## config.mk

```make
export PLATFORM = sky130hd
export DESIGN_NAME = fsm_seq_ctrl
export DESIGN_NICKNAME = d
export VERILOG_FILES = /design/src/rtl/fsm_seq_ctrl.sv
export SDC_FILE = /design/constraint.sdc
export NUM_CORES = 1
export LEC_CHECK = 0
export CORE_MARGIN = 3
export CORE_UTILIZATION = 47
export DETAILED_ROUTE_END_ITERATION = 7
export HOLD_SLACK_MARGIN = 0.08
export PLACE_DENSITY = 0.81
export SLEW_MARGIN = 20
export SYNTH_ARGS = -nofsm -noshare
export SYNTH_HDL_FRONTEND = slang
export SYNTH_SLANG_ARGS = --single-unit
```

## constraint.sdc

```tcl
create_clock -name clk -period 1.95 [get_ports clk]
set_clock_uncertainty 0.05 [all_clocks]
set_input_delay 0.39 -clock clk [delete_from_list [all_inputs] [get_ports clk]]
set_output_delay 0.39 -clock clk [all_outputs]
set_load 0.02 [all_outputs]
```

## src/rtl/fsm_seq_ctrl.sv

```systemverilog
// Serialises a captured pattern into a detector (clear, shift MSB first, drain) and counts z pulses.
// Latency: start accepted at E0 -> done in cycle WIDTH+3; start is ignored while busy (no queuing), abort returns to IDLE.
// FSM_SEQ_MATCHCNT_EN: full saturating match counter; undefined: match_cnt[0] is a sticky any-match flag.
module fsm_seq_ctrl #(
   parameter int WIDTH = 8,
   parameter int CNT_W = 4
) (
   input  logic             clk,
   input  logic             reset,
   input  logic             start,
   input  logic             abort,
   input  logic [WIDTH-1:0] pattern,
   input  logic             z_in,
   output logic             w,
   output logic             det_clr,
   output logic             busy,
   output logic             done,
   output logic [CNT_W-1:0] match_cnt
);

   typedef enum logic [2:0] {IDLE, CLEAR, SHIFT, DRAIN, DONE} state_t;

   localparam int BC_W = (WIDTH > 2) ? $clog2(WIDTH) : 1;
   localparam logic [BC_W-1:0] LAST_BIT = BC_W'(WIDTH - 1);

   state_t           state_q, state_d;
   logic [WIDTH-1:0] sr_q, sr_d;
   logic [BC_W-1:0]  bit_cnt_q, bit_cnt_d;
   logic             sample;

`ifdef FSM_SEQ_MATCHCNT_EN
   logic [CNT_W-1:0] cnt_q, cnt_d;
`else
   logic             any_q, any_d;
`endif

   // Moore detector: z for bit k arrives one cycle late, so skip the first SHIFT cycle and take DRAIN.
   assign sample = ((state_q == SHIFT) && (bit_cnt_q != '0)) || (state_q == DRAIN);

   always_comb begin
      state_d   = state_q;
      sr_d      = sr_q;
      bit_cnt_d = bit_cnt_q;
`ifdef FSM_SEQ_MATCHCNT_EN
      cnt_d     = cnt_q;
      if (sample && z_in && (cnt_q != '1)) begin
         cnt_d = cnt_q + 1'b1;
      end
`else
      any_d     = any_q;
      if (sample && z_in) begin
         any_d = 1'b1;
      end
`endif
      case (state_q)
         IDLE: begin
            if (start) begin
               state_d   = CLEAR;
               sr_d      = pattern;
               bit_cnt_d = '0;
`ifdef FSM_SEQ_MATCHCNT_EN
               cnt_d     = '0;
`else
               any_d     = 1'b0;
`endif
            end
         end
         CLEAR: state_d = abort ? IDLE : SHIFT;
         SHIFT: begin
            sr_d      = {sr_q[WIDTH-2:0], 1'b0};
            bit_cnt_d = bit_cnt_q + 1'b1;
            if (abort) begin
               state_d = IDLE;
            end else if (bit_cnt_q == LAST_BIT) begin
               state_d = DRAIN;
            end
         end
         DRAIN:   state_d = abort ? IDLE : DONE;
         DONE:    state_d = IDLE;
         default: state_d = IDLE;
      endcase
   end

   always_ff @(posedge clk or negedge reset) begin
      if (!reset) begin
         state_q   <= IDLE;
         sr_q      <= '0;
         bit_cnt_q <= '0;
`ifdef FSM_SEQ_MATCHCNT_EN
         cnt_q     <= '0;
`else
         any_q     <= 1'b0;
`endif
      end else begin
         state_q   <= state_d;
         sr_q      <= sr_d;
         bit_cnt_q <= bit_cnt_d;
`ifdef FSM_SEQ_MATCHCNT_EN
         cnt_q     <= cnt_d;
`else
         any_q     <= any_d;
`endif
      end
   end

   // Outputs depend on flops only, never on inputs.
   assign w       = (state_q == SHIFT) && sr_q[WIDTH-1];
   assign det_clr = (state_q == CLEAR);
   assign busy    = (state_q != IDLE);
   assign done    = (state_q == DONE);

`ifdef FSM_SEQ_MATCHCNT_EN
   assign match_cnt = cnt_q;
`else
   assign match_cnt = CNT_W'(any_q);
`endif

endmodule

```

# ---- Word level (Yosys, flattened, before mapping)
# Cells that the tools add are included.
dict set report word_totals {
  elab_cells 35
  in_bits 13
  output_inout_bits 8
  register_bits 15
}
dict set report classes {
  n_reduce_logical 10
  muxes 13
  addsub 1
  eq_ne 7
}
# operator count
set op_table {}
lappend op_table {{$pmux W8 S2} 1}
lappend op_table {{$mux W3} 5}
lappend op_table {{$pmux W3 S4} 1}
lappend op_table {{$mux W8} 1}
lappend op_table {{$eq A3 B2 Y1 const B} 2}
lappend op_table {{$eq A3 B3 Y1 const B} 2}
lappend op_table {{$pmux W3 S2} 1}
lappend op_table {{$reduce_bool A3 Y1} 2}
lappend op_table {{$reduce_and A2 Y1} 2}
lappend op_table {{$add A3 B1 Y3 const B} 1}
lappend op_table {{$eq A3 B1 Y1 const B} 1}
lappend op_table {{$logic_and A1 B1 Y1} 3}
lappend op_table {{$logic_not A3 Y1} 1}
lappend op_table {{$mux W1} 3}
lappend op_table {{$ne A3 B2 Y1 const B} 1}
lappend op_table {{$mux W2} 1}
lappend op_table {{$ne A2 B2 Y1 const B} 1}
lappend op_table {{$reduce_bool A2 Y1} 1}
lappend op_table {{$logic_or A1 B1 Y1} 1}

# ---- Depth between registers and ports, before layout
# Gate-level depths: netlist (run 1).
dict set report depth {
  depth_word 7
  mapped_depth 5
  ltp_nobuf 5
}

# ---- Least setup slack after synthesis (run 1)
# No wires, ideal clock.
dict set report synth_path {
  path_kind {register -> output}
  from {register state_q[2]}
  to {output port w}
  required_ps 1510
  arrival_time_ps 1085
  stages_incl_launch_ff 4
  path_slack_ps 425
  n_path_buf 1
  path_cell_list {dfrtp_1 -> buf_6 -> nor3b_1 -> and2_2}
}
dict set report synth_via {
  elab_chain_len 2
}
# item line_no
set synth_rtl {}
lappend synth_rtl {{start: declaration} 26} ;# state_t state_q, state_d;
lappend synth_rtl {{start signal: assignment} 95} ;# state_q <= state_d;
lappend synth_rtl {{$eq A3 B2 Y1} 107} ;# assign w = (state_q == SHIFT) && sr_q[WIDTH-1];
lappend synth_rtl {{$logic_and A1 B1 Y1} 107}
lappend synth_rtl {{end: declaration} 14} ;# output logic w,
# Every way passes these cells.

# ---- Worst setup path after layout (run 1)
dict set report layout_path {
  from {register state_q[2]}
  to {output port busy}
}
dict set report layout_via {
  elab_chain_len 1
}
# item line_no
set layout_rtl {}
lappend layout_rtl {{$reduce_bool A3 Y1} 109} ;# assign busy = (state_q != IDLE);
lappend layout_rtl {{end: declaration} 16} ;# output logic busy,
# Every way passes these cells.

==> run summary, run 1 <==
Hold_buf cts = 0
Vias in the first global route = 578
Tot Pwr = 1200 uW
GPL Wtd Cong = 0.7362
Final Cycle Share = 95.24%
# Post-CTS Setup Buffers = 0
CP max FO = 3
Status = completed
Crit. End Element = output pin
Setup Crit Path Kind = reg2out
Multiplexer share of the synthesized area = 2.374%
Critical path arrival = 1.42 ns
Fin util = 66.25%
Die span in x = 48.36 um
Avg Synthesized Cell Area = 11.88 sq um
Fmax = 538.5 MHz
Core area = 1594 sq um
Yosys warns = 0
Post-Syn Area = 843.3 sq um
Drt drc = 0
Final-layout fill cell count = 130
Fraction of layout cells with a size suffix above 1 = 35.11%
Critical path required time = 1.51 ns
H-Tree Depth = 1
Worst-path clk slew = 0.10 ns
Die outline height = 48.36 um
Largest net degree at the start of global routing = 16
Max cap viols = 0
Initial Utilization = 52.90%
Overflow after GRT = 0
IO Port Bufs = 17
Power Density = 1136 nW/um^2
Maximum resistive drop on vdd = 0.6404 mV
Hold WC Path Type = in2async
DIE AREA = 2339 sq um
Routed via count = 599
Gr usage total = 14.88%
DRT antenna net count = 0
Via density = 5.076
Main synth FF type = dfrtp_1
Post-Synth XOR/XNOR Area = 1.039%
Post-synthesis adder-cell area fraction = 4.451%
I/O pin total = 21
Initial antenna violation count = 0
Rows = 14
Detailed Route Iter0 Violations = 10
Final hold vios = 0
Area grow syn2layout = 25.22%
Avg WL per Cell = 13.41 um
Shortest period the worst path allows = 1.857 ns
Cts bufs inserted = 3
Synth Area in Compound Gates = 13.80%
Startpoint types = flip-flop
RSZ-0062 raised after global routing = false
Crit path from = state_q[2]$_DFFE_PN0P_
EDFF count, synth = 0
Clock sinks = 15
First-pass GRT wire length = 2635 um
Antenna diodes = 0
Largest family of logic cells by synthesized area = simple AND/OR/NAND/NOR gates
Deepest clock path buffer count = 2
Pleak = 0.0004823 uW
Simple-gate portion of the synthesized area = 23.59%
Root Buffer = clkbuf_4
Slew Limit Fails = 0
# setup viols final = 0
Worst skew pair latency = 0.29 ns
1st-pass router iterations = 4
Synth unique cells = 30
Total wire length = 1582 um
CTS tree = done
Post-synthesis register bit count = 15
Share of flip-flops with an asynchronous set or reset = 100.0%
Final #Nets = 111
Reg2Reg Setup Slack = 0.24 ns
Cells on worst reg2reg path = 4
Hpwl dp = 1250 um
Worst R2R Start = state_q[0]$_DFFE_PN0P_
Cells after Synth = 71
Register area share after synthesis = 44.51%
## repair_timing
action,4_1_cts,5_1_grt
gates resized for setup,8,2
pin swaps,0,0
setup endpoints to repair,4,1
## flip-flops by register name, indices dropped and copies added (netlist names)
signal     flops
any_q          1
bit_cnt_q      3
sr_q           8
state_q        3
## cell usage in the layout, fill, tap and decap left out, types with 2 or more instances in the layout
cell	instances
conb_1	3
o221a_2	6
a31oi_1	2
dlygate4sd2_1	2
nor3_1	2
o21ai_0	2
dfrtp_1	15
or2b_2	5
clkbuf_4	3
nor2b_1	2
clkdlybuf4s50_1	13
nor3b_1	2
nor2_1	3
ha_1	3
inv_1	2
buf_4	8
mux2i_1	2
## metrics by stage
step	area (sq um)	setup TNS (ns)	hold slack [ns]	setup WS, ns	instances
finish	1056	0	0.3474	0.09288	118
global route	1056	0	0.3478	0.02239	118
CTS	1060	0	0.3517	0.02023	118
detailed placement	1036	-0.03082	0.4577	-0.03082	114
global placement	1036	-0.01975	0.4435	-0.01975	114
floorplan	850.8	0	0.04441	0.4252	73
## path summary, 6_finish.rpt
kind / to
max: busy
min: state_q[1]$_DFFE_PN0P_
max reg2reg: sr_q[7]$_DFFE_PN0P_
min reg2reg: bit_cnt_q[0]$_DFFE_PN0P_
max in group asynchronous: bit_cnt_q[1]$_DFFE_PN0P_
min in group clk: bit_cnt_q[0]$_DFFE_PN0P_
## routing by layer
layer	track usage (%)	wire, um	vias to the layer above
li1	-	-	293
met3	5.828	83	2
met4	5.687	15	0
met1	18.00	693	292
met2	23.85	789	12
met5	0	0	-
## synth_stat cells, types with 2 or more instances
cell type,count,area (sq um)
nor2b_1,2,12.51
o221a_2,6,67.56
a31oi_1,2,12.51
inv_1,2,7.510
buf_6,4,45.04
buf_4,4,30.03
ha_1,3,37.54
dfrtp_1,15,375.4
o21ai_0,2,10.01
nor3b_1,3,22.52
mux2i_1,2,20.02
or2b_2,5,43.79
nor3_1,2,10.01
nor2_1,3,11.26
## where the power goes
| part | leakage [uW] | total (uW) | switching [uW] | internal, uW |
|---|---|---|---|---|
| Clock | 0.0000177 | 177 | 101 | 76.2 |
| Combinational | 0.000280 | 514 | 231 | 283 |
| Sequential | 0.000185 | 509 | 79.6 | 429 |
| Total | 0.000482 | 1200 | 412 | 788 |
## critical path: stages, from the launching register on
cell	delay, ns
dfrtp_1	0.41
buf_4	0.15
or3_2	0.40
buf_2	0.17
## final cells by class
class	instances	area [sq um]	area share [%]
sequential	15	375.4	35.55
inverter	2	7.507	0.7109
tap	24	30.03	2.844
multi-input combinational	48	397.9	37.68
timing repair buffer	25	217.7	20.62
clock buffer	3	22.52	2.133
clock inverter	1	5.005	0.4739
## cells by family (layout without fill, tap and decap cells)
kind of cell,Yosys count,count (layout)
buffers and inverters,10,31
other,1,3
adders and majority gates,3,3
muxes,2,2
AOI/OAI and AO/OA,13,13
and+or+nand+nor,26,26
xor gates and xnor gates,1,1
DFF,15,15
Power figures use the tool's default switching activity.
==> inputs of run 2 (changes only) <==
Settings changed: ABC_CLOCK_PERIOD_IN_PS set to 1950.
==> results of run 2 <==
Same layout as run 1: the final DEF is identical, and so are final timing and power.
